File: src/rtl/hh_sched_pkg.sv
// Shared types and defaults for the heavy_hash job scheduler.
package hh_sched_pkg;

  // Header words per job when the instantiating level does not override it
  localparam int HH_HDR_WORDS_DEF = 10;

  typedef enum logic [1:0] {
    D_IDLE,
    D_SEL,
    D_HDR,
    D_NONCE
  } disp_state_t;

  typedef enum logic {
    C_IDLE,
    C_OUT
  } coll_state_t;

endpackage

File: src/rtl/hh_sched_rr_arbiter.sv
// Round-robin arbiter: grants the first requester at or after ptr, wrapping.
// The caller owns the pointer and advances it past the granted index.
module rr_arbiter #(
  parameter int N = 4,
  parameter int W = $clog2(N)
) (
  input  logic [N-1:0] req,
  input  logic [W-1:0] ptr,
  output logic [N-1:0] gnt,
  output logic [W-1:0] gnt_idx,
  output logic         gnt_valid
);

  logic [N-1:0] upper;
  logic [N-1:0] cand;

  // Prefer requesters at or above the pointer, otherwise wrap to the lowest index
  always_comb begin
    upper = '0;
    for (int j = 0; j < N; j++) begin
      upper[j] = req[j] && (W'(j) >= ptr);
    end
    cand    = (|upper) ? upper : req;
    gnt     = '0;
    gnt_idx = '0;
    for (int j = N - 1; j >= 0; j--) begin
      if (cand[j]) begin
        gnt     = '0;
        gnt[j]  = 1'b1;
        gnt_idx = W'(j);
      end
    end
  end

  assign gnt_valid = |req;

endmodule

File: src/rtl/hh_sched.sv
// Heavy_hash job scheduler: feeds whole jobs (header words + nonce) to one
// core at a time and drains per-core results into a single result register.
// Optional build macro HH_SCHED_TARGET_CMP_EN: results whose hash exceeds
// target are read from the core and dropped instead of being emitted.
//
// Dispatch FSM
//   state   | meaning
//   D_IDLE  | waiting for job_valid
//   D_SEL   | choosing a core with room in both hashin and nonce FIFOs
//   D_HDR   | streaming header words into the selected core
//   D_NONCE | writing the captured nonce, then counting the job
// Collect FSM
//   state   | meaning
//   C_IDLE  | result register empty, reading the next non-empty core
//   C_OUT   | result held on res_* until res_ready
module hh_sched
  import hh_sched_pkg::*;
#(
  parameter int NCORES    = 4,
  parameter int HDR_WORDS = HH_HDR_WORDS_DEF
) (
  input  logic                        clk,
  input  logic                        rst,
  input  logic                        job_valid,
  output logic                        job_ready,
  input  logic [63:0]                 job_data,
  input  logic [31:0]                 job_nonce,
  output logic [NCORES-1:0]           core_hashin_we,
  output logic [63:0]                 core_hashin_din,
  input  logic [NCORES-1:0]           core_hashin_full,
  output logic [NCORES-1:0]           core_nonce_we,
  output logic [31:0]                 core_nonce_din,
  input  logic [NCORES-1:0]           core_nonce_full,
  input  logic [NCORES-1:0]           core_hashout_empty,
  output logic [NCORES-1:0]           core_hashout_re,
  input  logic [NCORES*256-1:0]       core_hashout_dout,
  input  logic [NCORES*32-1:0]        core_nonce_out,
  input  logic [255:0]                target,
  output logic                        res_valid,
  input  logic                        res_ready,
  output logic [255:0]                res_hash,
  output logic [31:0]                 res_nonce,
  output logic [$clog2(NCORES)-1:0]   res_core,
  output logic [31:0]                 job_cnt,
  output logic [31:0]                 res_cnt,
  output logic                        sched_idle
);

  localparam int CW = $clog2(NCORES);
  localparam int WW = $clog2(HDR_WORDS + 1);
  localparam logic [WW-1:0] LAST_WORD = WW'(HDR_WORDS - 1);
  localparam logic [CW-1:0] LAST_CORE = CW'(NCORES - 1);

  disp_state_t       d_state;
  logic [CW-1:0]     d_ptr;
  logic [CW-1:0]     d_sel;
  logic [WW-1:0]     word_cnt;
  logic [31:0]       nonce_hold;
  logic [NCORES-1:0] d_req;
  logic [NCORES-1:0] d_gnt_unused;
  logic [CW-1:0]     d_gnt_idx;
  logic              d_gnt_valid;
  logic              hdr_acc;
  logic              nonce_wr;

  coll_state_t       c_state;
  logic [CW-1:0]     c_ptr;
  logic [NCORES-1:0] c_gnt;
  logic [CW-1:0]     c_gnt_idx;
  logic              c_gnt_valid;
  logic              c_rd;
  logic              keep;
  logic [255:0]      hash_mux;
  logic [31:0]       nonce_mux;

  // A core is only eligible when it can take both the header and the nonce,
  // so a chosen job never has to move mid-stream
  assign d_req = ~core_hashin_full & ~core_nonce_full;

  rr_arbiter #(.N(NCORES)) u_disp_arb (
    .req       (d_req),
    .ptr       (d_ptr),
    .gnt       (d_gnt_unused),
    .gnt_idx   (d_gnt_idx),
    .gnt_valid (d_gnt_valid)
  );

  rr_arbiter #(.N(NCORES)) u_coll_arb (
    .req       (~core_hashout_empty),
    .ptr       (c_ptr),
    .gnt       (c_gnt),
    .gnt_idx   (c_gnt_idx),
    .gnt_valid (c_gnt_valid)
  );

  assign job_ready       = (d_state == D_HDR) && !core_hashin_full[d_sel];
  assign hdr_acc         = job_valid && job_ready;
  assign nonce_wr        = (d_state == D_NONCE) && !core_nonce_full[d_sel];
  assign c_rd            = (c_state == C_IDLE) && c_gnt_valid;
  assign core_hashin_din = job_data;
  assign core_nonce_din  = nonce_hold;
  assign sched_idle      = (d_state == D_IDLE) && (c_state == C_IDLE) && (&core_hashout_empty);

  // One-hot write/read strobes, qualified by the owning FSM state
  always_comb begin
    core_hashin_we  = '0;
    core_nonce_we   = '0;
    core_hashout_re = '0;
    if (hdr_acc)  core_hashin_we[d_sel] = 1'b1;
    if (nonce_wr) core_nonce_we[d_sel]  = 1'b1;
    if (c_rd)     core_hashout_re       = c_gnt;
  end

  // Select the granted core's head hash and nonce
  always_comb begin
    hash_mux  = '0;
    nonce_mux = '0;
    for (int j = 0; j < NCORES; j++) begin
      if (c_gnt[j]) begin
        hash_mux  = core_hashout_dout[j*256 +: 256];
        nonce_mux = core_nonce_out[j*32 +: 32];
      end
    end
  end

`ifdef HH_SCHED_TARGET_CMP_EN
  assign keep = (hash_mux <= target);
`else
  logic unused_target;
  assign unused_target = ^target;
  assign keep = 1'b1;
`endif

  // Dispatch FSM: select a core, stream the header, then write the nonce
  always_ff @(posedge clk or posedge rst) begin
    if (rst) begin
      d_state    <= D_IDLE;
      d_ptr      <= '0;
      d_sel      <= '0;
      word_cnt   <= '0;
      nonce_hold <= '0;
      job_cnt    <= '0;
    end else begin
      case (d_state)
        D_IDLE: begin
          if (job_valid) d_state <= D_SEL;
        end
        D_SEL: begin
          if (d_gnt_valid) begin
            d_sel    <= d_gnt_idx;
            d_ptr    <= (d_gnt_idx == LAST_CORE) ? '0 : d_gnt_idx + 1'b1;
            word_cnt <= '0;
            d_state  <= D_HDR;
          end
        end
        D_HDR: begin
          if (hdr_acc) begin
            if (word_cnt == '0) nonce_hold <= job_nonce;
            if (word_cnt == LAST_WORD) begin
              word_cnt <= '0;
              d_state  <= D_NONCE;
            end else begin
              word_cnt <= word_cnt + 1'b1;
            end
          end
        end
        D_NONCE: begin
          if (nonce_wr) begin
            job_cnt <= job_cnt + 32'd1;
            d_state <= D_IDLE;
          end
        end
        default: d_state <= D_IDLE;
      endcase
    end
  end

  // Collect FSM: read one core result into the output register and hold it
  always_ff @(posedge clk or posedge rst) begin
    if (rst) begin
      c_state   <= C_IDLE;
      c_ptr     <= '0;
      res_valid <= 1'b0;
      res_hash  <= '0;
      res_nonce <= '0;
      res_core  <= '0;
      res_cnt   <= '0;
    end else begin
      case (c_state)
        C_IDLE: begin
          if (c_rd) begin
            c_ptr <= (c_gnt_idx == LAST_CORE) ? '0 : c_gnt_idx + 1'b1;
            if (keep) begin
              res_hash  <= hash_mux;
              res_nonce <= nonce_mux;
              res_core  <= c_gnt_idx;
              res_valid <= 1'b1;
              c_state   <= C_OUT;
            end
          end
        end
        C_OUT: begin
          if (res_ready) begin
            res_valid <= 1'b0;
            res_cnt   <= res_cnt + 32'd1;
            c_state   <= C_IDLE;
          end
        end
        default: c_state <= C_IDLE;
      endcase
    end
  end

endmodule

File: config.mk
export PLATFORM = sky130hd
export DESIGN_NAME = hh_sched
export DESIGN_NICKNAME = d
export VERILOG_FILES = /design/src/rtl/hh_sched_pkg.sv /design/src/rtl/hh_sched_rr_arbiter.sv /design/src/rtl/hh_sched.sv
export SDC_FILE = /design/constraint.sdc
export NUM_CORES = 1
export LEC_CHECK = 0
export CAP_MARGIN = 20
export CORE_AREA = 2 2 778 780
export DETAILED_ROUTE_END_ITERATION = 6
export DIE_AREA = 0 0 780 782
export SLEW_MARGIN = 20
export SYNTH_ARGS = -nofsm -noshare
export SYNTH_HDL_FRONTEND = slang
export SYNTH_HIERARCHICAL = 1
export SYNTH_SLANG_ARGS = --single-unit
File: constraint.sdc
create_clock -name clk -period 12.5 [get_ports clk]
set_clock_uncertainty 0.2 [all_clocks]
set_input_delay 1.25 -clock clk [delete_from_list [all_inputs] [get_ports clk]]
set_output_delay 1.25 -clock clk [all_outputs]
set_load 0.01 [all_outputs]
* Word level (Yosys, flattened, before mapping) *
Index checks and enable logic that the tools add are counted.

word-level totals
  flip-flop bits (word level) = 400

cells by class
  add/subtract/negate cells = 5
  order comparisons = 10
  equal/unequal tests = 13
  multiplexer cells = 49
  bitwise operators = 5
  reductions and logical operators = 33

operators with widths
  operator                                            count
  2-to-1 mux 256 bit                                  4
  2-to-1 mux 32 bit                                   4
  adder 32 x 1 -> 32 bit, second input constant       2
  2-to-1 mux 4 bit                                    12
  2-to-1 mux 2 bit                                    15
  OR reduction 4 bit                                  4
  logical AND 1 bit                                   15
  != test 2 bit, second input constant                6
  inverter 4 bit                                      3
  AND reduction 2 bit                                 5
  == test 2 bit, second input constant                4
  >= comparator 1 x 2 -> 1 bit, first input constant  4
  >= comparator 2 bit, first input constant           4
  one-hot mux 2 bit (4 select lines)                  1
  one-hot mux 4 bit (2 select lines)                  1
  2-to-1 mux 1 bit                                    7
  AND reduction 3 bit                                 2
  AND reduction 5 bit                                 1
  adder 2 x 1 -> 2 bit, second input constant         2
  adder 4 x 1 -> 4 bit, second input constant         1
  bitwise AND 4 bit                                   1
  binary-select mux 1 bit (select 2 bit)              2
  == test 4 bit, second input constant                1
  zero test 4 bit                                     1
  11 further kinds                                    13

* Logic depth before layout (Yosys ltp) *
Gate-level depths: netlist of run 1.

  depth after elaboration = 12
  depth in mapped cells = 13

* Hierarchy *
Netlist of run 1, hierarchy kept.

by module, submodules not included
  module      times used  cells an instance  area an instance (um^2)
  hh_sched    1           2764               23655.2
  rr_arbiter  2           33                 227.7

* Worst setup path before layout of run 1 *
Ideal clock, no wire load.

  path kind = input to output
  from = input port core_hashout_empty[0]
  to = output port core_hashout_re[3]
  data arrival time = 2757 ps
  data required time = 11050 ps
  path slack = 8293 ps
  stages on the path = 8
  path buffers = 4
  cell sequence = inv_1 > buf_4 > a21oi_1 > o221a_2 > clkbuf_1 > clkbuf_1 > clkbuf_1 > and2_1

between the ends
  longest elaborated chain between the ends = 9

ends and longest elaborated chain
  item                            line                       source
  from (decl)                     hh_sched.sv:34             input logic [NCORES-1:0] core_hashout_empty,
  inverter 4 bit (*)              hh_sched.sv:89             .req (~core_hashout_empty),
  logical AND 1 bit               hh_sched_rr_arbiter.sv:21  upper[j] = req[j] && (W'(j) >= ptr);
  OR reduction 4 bit              hh_sched_rr_arbiter.sv:23  cand = (|upper) ? upper : req;
  2-to-1 mux 4 bit (*)            hh_sched_rr_arbiter.sv:23
  2-to-1 mux 4 bit (3 in series)  hh_sched_rr_arbiter.sv:27  if (cand[j]) begin
  2-to-1 mux 4 bit (*)            hh_sched_rr_arbiter.sv:27
  via c_gnt[3]                    hh_sched.sv:68             logic [NCORES-1:0] c_gnt;
  2-to-1 mux 4 bit (*)            hh_sched.sv:111            if (c_rd) core_hashout_re = c_gnt;
  to (decl)                       hh_sched.sv:35             output logic [NCORES-1:0] core_hashout_re,

Mark *: on every way through the listed nets, which the timed path passes. The rest lies on a longest branch.

* Final worst setup path of run 1 *
  from = input port core_hashout_empty[2]
  to = output port core_hashout_re[1]

between the ends
  longest elaborated chain between the ends = 8

ends and longest elaborated chain
  item                            line
  inverter 4 bit (*)              hh_sched.sv:89
  logical AND 1 bit               hh_sched_rr_arbiter.sv:21
  OR reduction 4 bit              hh_sched_rr_arbiter.sv:23
  2-to-1 mux 4 bit (*)            hh_sched_rr_arbiter.sv:23
  2-to-1 mux 4 bit (2 in series)  hh_sched_rr_arbiter.sv:27
  2-to-1 mux 4 bit (*)            hh_sched_rr_arbiter.sv:27
  via c_gnt[1]                    hh_sched.sv:68
  2-to-1 mux 4 bit (*)            hh_sched.sv:111

Marks and branches as above.

==> impl_metrics.py, run 1 <==
metrics = {
    "run_status": {
        "status": "finished clean",
    },
    "floorplan": {
        "die_w_um": 780,
        "start_util_pct": 3.99,
        "io_pins": 1985,
        "die_y_um": 782,
        "fp-row-count": 285,
        "coreArea_um2": 601000,
        "dieArea_um2": 610000,
    },
    "route": {
        "drt-met1-wl_um": 124000,
        "num_vias": 29398,
        "first_iter_violations": 1974,
        "route.met2.wl_um": 126000,
        "topRoutingLayerUsed": "met5",
        "wl_um": 337000,
        "dr.pass1.iters": 5,
        "routedWlPerCell_um": 27.3,
        "via_per_inst": 2.38,
        "route.detailed.drc": 0,
        "ant_nets": 0,
        "met3_length_um": 68900,
    },
    "global_route": {
        "grt_overflow": 0,
        "grt_start_max_net_pins": 164,
        "first_global_vias": 28483,
        "grt_use_total_pct": 10.6,
        "antenna_found_initial": 241,
        "grt_first_pass_wirelength_um": 400000,
    },
    "synth": {
        "yosysWarningCount": 6,
        "syn_area_um2": 24000,
        "synthesis.nets": 4347,
        "synth_cells": 2815,
        "syn_area_per_cell_um2": 8.53,
    },
    "worst_setup_path": {
        "critical_path_buf_inv_count": 4,
        "crit_top_cell": "clkdlybuf4s50_1",
        "worstReg2RegStart": "c_ptr[1]",
        "crit_path_start": "core_hashout_empty[2]",
        "crit_type": "primary input to primary output",
        "critPathCaptureType": "primary output",
        "slowest_delay_ns": 0.54,
        "path_max_fanout": 30,
        "worstPathRequired_ns": 11.05,
        "cp.arrival_ns": 3.85,
        "crit_slowest_cell": "clkdlybuf4s50_1",
        "crit_path_start_kind": "primary input",
        "path_cells": "clkdlybuf4s50_1, inv_1, a21oi_1, o221a_4, buf_4, and2_1, clkdlybuf4s50_1",
        "path_delay_family": "buffers and inverters",
    },
    "layout": {
        "syn_to_final_growth_pct": 114,
        "final_util_pct": 8.53,
        "nNetsFinal": 5730,
        "drive_gt1_share_pct": 5.99,
        "final_cells": 12364,
    },
    "clock_network": {
        "cts_resized": 0,
        "cts_setup_buffers": 0,
        "cts_tree": "built",
        "cts_max_level": 2,
        "cts_made_buffers": 55,
        "holdBufCountCts": 0,
        "clk_path_buf_depth": 3,
        "clock-sinks": 400,
        "cts_root_buf": "clkbuf_16",
        "clkTransAtPathRegs_ns": 0.05,
        "insertion_delay_ns": 0.76,
    },
    "timing": {
        "fmax_mhz": 189,
        "hold_violations": 0,
        "finalMaxSlewViolations": 0,
        "finalSetupViolations": 0,
        "fin_hold_ws_ns": 0.274,
        "tightest_slew_ns": 1.22,
        "min_period_ns": 5.30,
        "setup_tns_ns": 0,
        "grt_setup_unrepaired": "no",
        "maxSlewHeadroom_pct": 18.0,
        "fin_crit_sh_pct": 42.4,
    },
    "power_and_ir_drop": {
        "power_density_nw_per_um2": 184,
        "max-vdd-ir-drop_uv": 105,
        "p_leak_nw": 16.7,
        "finalPower_mw": 9.43,
    },
    "placement": {
        "port_buffers": 1600,
        "placed_cells": 12177,
        "hpwlAfterDp_um": 304000,
        "gp_congestion": 0.924,
    },
    "worst_hold_path": {
        "hp-start": "res_cnt[31]",
        "hold_class": "flop to flop",
    },
    "run": {
        "cap_viol_max_count": 0,
    },
}
-- per-stage QoR --
step / setup WS [ns] / cell area [um^2]
2_1_floorplan: 5.66 / 24000
3_3_place_gp: 6.24 / 49200
3_5_place_dp: 6.22 / 49200
4_1_cts: 6.93 / 51100
5_1_grt: 6.94 / 51200
6_report: 7.20 / 51300
-- layer usage --
layer  global-route usage [%]  vias to the layer above
met5                        0                        -
li1                         -                    13083
met1                     11.4                    13748
met3                     9.62                      549
met4                     4.83                       68
met2                     14.1                     1950
-- registers in the layout, summed over array words and instances (netlist names) --
signal	count
res_cnt	32
core_nonce_din	32
job_cnt	32
d_state	2
d_sel	2
res_nonce	32
c_state	1
res_core	2
word_cnt	4
d_ptr	2
res_hash	256
c_ptr	2
res_valid	1
-- path summary, 6_finish.rpt --
kind | endpoint | slack, ns | depth (start not counted)
max | core_hashout_re[1] | 7.20 | 7
min | res_cnt[31] | 0.27 | 1
max reg2reg | res_hash[136] | 7.78 | 9
min reg2reg | res_cnt[31] | 0.27 | 1
max in group asynchronous | res_hash[67] | 9.02 | 5
min in group asynchronous | res_hash[166] | 0.66 | 2
-- layout make-up --
type	instances	area, um^2
fillers	70250	550000
repair buffers	1666	16600
multi-input cells	2056	12500
well taps	8036	10100
flip-flops and latches	400	10000
clock buffers	74	1610
clock inverters	24	282
diodes	89	223
inverters	19	75.1
-- power breakdown --
group | internal, mW | total (mW) | switching [mW]
Clock | 0.999 | 1.75 | 0.751
Combinational | 2.00 | 5.57 | 3.57
Sequential | 1.79 | 2.11 | 0.318
Total | 4.79 | 9.43 | 4.64
-- worst reg2reg max path, delay by kind of cell, from the launching register on --
family | cells | cell delay (ns)
flip-flops | 1 | 0.62
AO/OA/AOI/OAI | 5 | 1.05
buffers and inverters | 2 | 1.23
AND/OR/NAND/NOR | 2 | 1.54
-- cells in the final DEF (no fill, tap or decap), types with 4 or more instances in the layout --
master and n:
o21ai_0 295, nand2_1 332, clkinv_2 12, and4_1 9, xor2_1 9, clkbuf_16 57
and2_1 4, mux2_2 10, bufinv_16 5, nor3b_1 4, nor3_2 18, diode_2 89
xnor2_1 53, buf_4 67, inv_1 17, nor3_1 276, nand4_1 22, dfrtp_1 400
nor4b_1 4, and3_1 7, nand3_1 26, buf_12 9, clkbuf_8 12, a21oi_1 297
mux2i_1 4, ha_1 12, a221oi_1 284, clkdlybuf4s50_1 1588, mux2_4 30, nor2_1 22
nor2b_1 290, clkbuf_1 5
(Power assumes the default switching activity.)
==> run 2, diff against run 1 <==
Clock period 12.5 ns to 4.5 ns, I/O delays scaled along.
==> impl_metrics.py, run 2 (synthesized netlist as in run 1, its figures left out) <==
metrics = {
    "worst_setup_path": {
        "cp.arrival_ns": 3.22,
        "crit_path_start_kind": "flop",
        "worstPathRequired_ns": 3.85,
        "path_max_fanout": 14,
        "crit_type": "flop to primary output",
        "critPathCaptureType": "primary output",
    },
    "placement": {
        "hpwlAfterDp_um": 309000,
        "placed_cells": 12288,
        "gp_congestion": 0.947,
        "postPlaceCellArea_um2": 50300,
        "port_buffers": 1600,
        "dp_slack_ns": 0.395,
    },
    "timing": {
        "fin_ws_ns": 0.628,
        "tightest_slew_ns": 1.22,
        "fmax_mhz": 258,
        "fin_crit_sh_pct": 86.0,
        "finalSetupViolations": 0,
        "finalMaxSlewViolations": 0,
        "hold_violations": 0,
        "maxSlewHeadroom_pct": 18.3,
        "grt_setup_unrepaired": "no",
        "min_period_ns": 3.87,
    },
    "layout": {
        "top_register": "res_hash",
        "largest_reg_flops": 256,
        "layout_commonest_cell": "clkdlybuf4s50_1",
        "final-seq-area_um2": 10000,
        "final_cell_mix": "clkdlybuf4s50_1 (1584), dfrtp_1 (400), nand2_1 (332)",
        "multi_input_area_um2": 12500,
        "syn_to_final_growth_pct": 119,
        "final_cells": 12504,
        "drive_gt1_share_pct": 8.51,
        "fillers": 70139,
        "final_cell_area_um2": 52600,
        "nNetsFinal": 5846,
    },
    "route": {
        "num_vias": 30044,
        "first_iter_violations": 2377,
        "route.detailed.drc": 0,
        "dr.pass1.iters": 5,
        "via_per_inst": 2.40,
        "ant_nets": 0,
        "wl_um": 340000,
        "routedWlPerCell_um": 27.2,
    },
    "global_route": {
        "grt_overflow": 0,
        "grt_first_pass_wirelength_um": 403000,
        "grt_start_max_net_pins": 141,
        "grt.met1_usage_pct": 11.2,
        "antenna_found_initial": 238,
        "grt_util_met2_pct": 14.8,
        "grt_use_total_pct": 10.7,
        "busiest_layer": "met2",
        "globalRouteMet3Util_pct": 10.0,
        "first_global_vias": 28893,
    },
    "floorplan": {
        "io_pins": 1985,
        "dieArea_um2": 610000,
        "die_w_um": 780,
        "die_y_um": 782,
        "fp-row-count": 285,
        "coreArea_um2": 601000,
        "start_util_pct": 3.99,
    },
    "power_and_ir_drop": {
        "internal_power_mw": 13.8,
        "max-vdd-ir-drop_uv": 327,
        "swShare_pct": 49.1,
        "power.switching_mw": 13.3,
        "clkPwrFrac_pct": 18.4,
        "pwr-share-seq_pct": 21.7,
        "power_density_nw_per_um2": 516,
        "p_leak_nw": 17.3,
        "p_comb_share_pct": 59.9,
    },
    "clock_network": {
        "cts_resized": 0,
        "clk_path_buf_depth": 3,
        "cts_made_buffers": 56,
        "cts_max_level": 2,
        "clkTransAtPathRegs_ns": 0.06,
        "insertion_delay_ns": 0.79,
        "clock-sinks": 400,
        "cts_root_buf": "clkbuf_16",
        "cts_tree": "built",
    },
    "run": {
        "cap_viol_max_count": 0,
    },
    "run_status": {
        "status": "finished clean",
    },
    "worst_hold_path": {
        "hold_class": "primary input to flop",
    },
}
[run 2: changes by cell type in the layout (fill, tap and decap cells not counted), sizes merged]
cell,delta
buf,+115
diode,+20
clkdlybuf4s50,-4
dlygate4sd3,+4
inv,+4
bufinv,+1
[run 2: what timing repair did]
item / in CTS / in global routing
hold buffers: 4 / 0
endpoints found under the hold margin: 14 / 0
setup buffers: 0 / 0
[run 2: area by class of cell]
| class | count | area share [%] |
|---|---|---|
| clock inverter | 29 | 0.671 |
| sequential | 400 | 19.0 |
| timing repair buffer | 1781 | 33.7 |
| tap | 8036 | 19.1 |
| antenna | 109 | 0.519 |
| inverter | 19 | 0.143 |
| clock buffer | 74 | 3.05 |
| multi-input combinational | 2056 | 23.7 |
[run 2: routing by layer]
metal	part of all wire, %	up-vias	routed length [um]
li1	-	13318	-
met1	36	14077	123000
met2	38	2003	130000
met3	21	578	70700
met4	4.9	68	16700
met5	0.13	-	451
[run 2: power by group through the flow]
stage          clock [mW]  combinational, mW  sequential (mW)
2_1_floorplan           0               4.66             6.40
3_3_place_gp            0               16.7             5.86
3_5_place_dp            0               16.7             5.91
4_1_cts              5.25               16.8             5.89
5_1_grt              5.30               17.7             6.08
6_report             4.99               16.3             5.88
[run 2: per-stage QoR]
step                hold WS [ns]  setup TNS (ns)  util, %  total power [mW]
finish                    0.0894               0     8.74              27.1
detailed placement         0.263               0     8.37              22.6
global placement           0.265          -0.773     8.36              22.6
global route              0.0468               0     8.71              29.1
CTS                     0.000712               0     8.70              27.9
floorplan                  0.271         -614.31        -              11.1
[run 2: critical path: stages, from the launching register on]
cell             delay, ns
dfrtp_1               0.70
mux2i_1               0.36
or2b_1                0.26
a21oi_1               0.26
clkdlybuf4s50_1       0.88
[run 2: final timing paths]
check / start / end / slack (ns) / cells past startpoint
worst min-delay path: job_nonce[17] / core_nonce_din[17] / 0.09 / 2
max in group asynchronous: rst / res_hash[243] / 2.27 / 5
min in group asynchronous: rst / res_cnt[13] / 0.63 / 3
worst max register to register: c_ptr[1] / res_hash[177] / 0.95 / 10
worst max-delay path: d_sel[0] / job_ready / 0.63 / 4
worst min register to register: res_cnt[31] / res_cnt[31] / 0.27 / 1
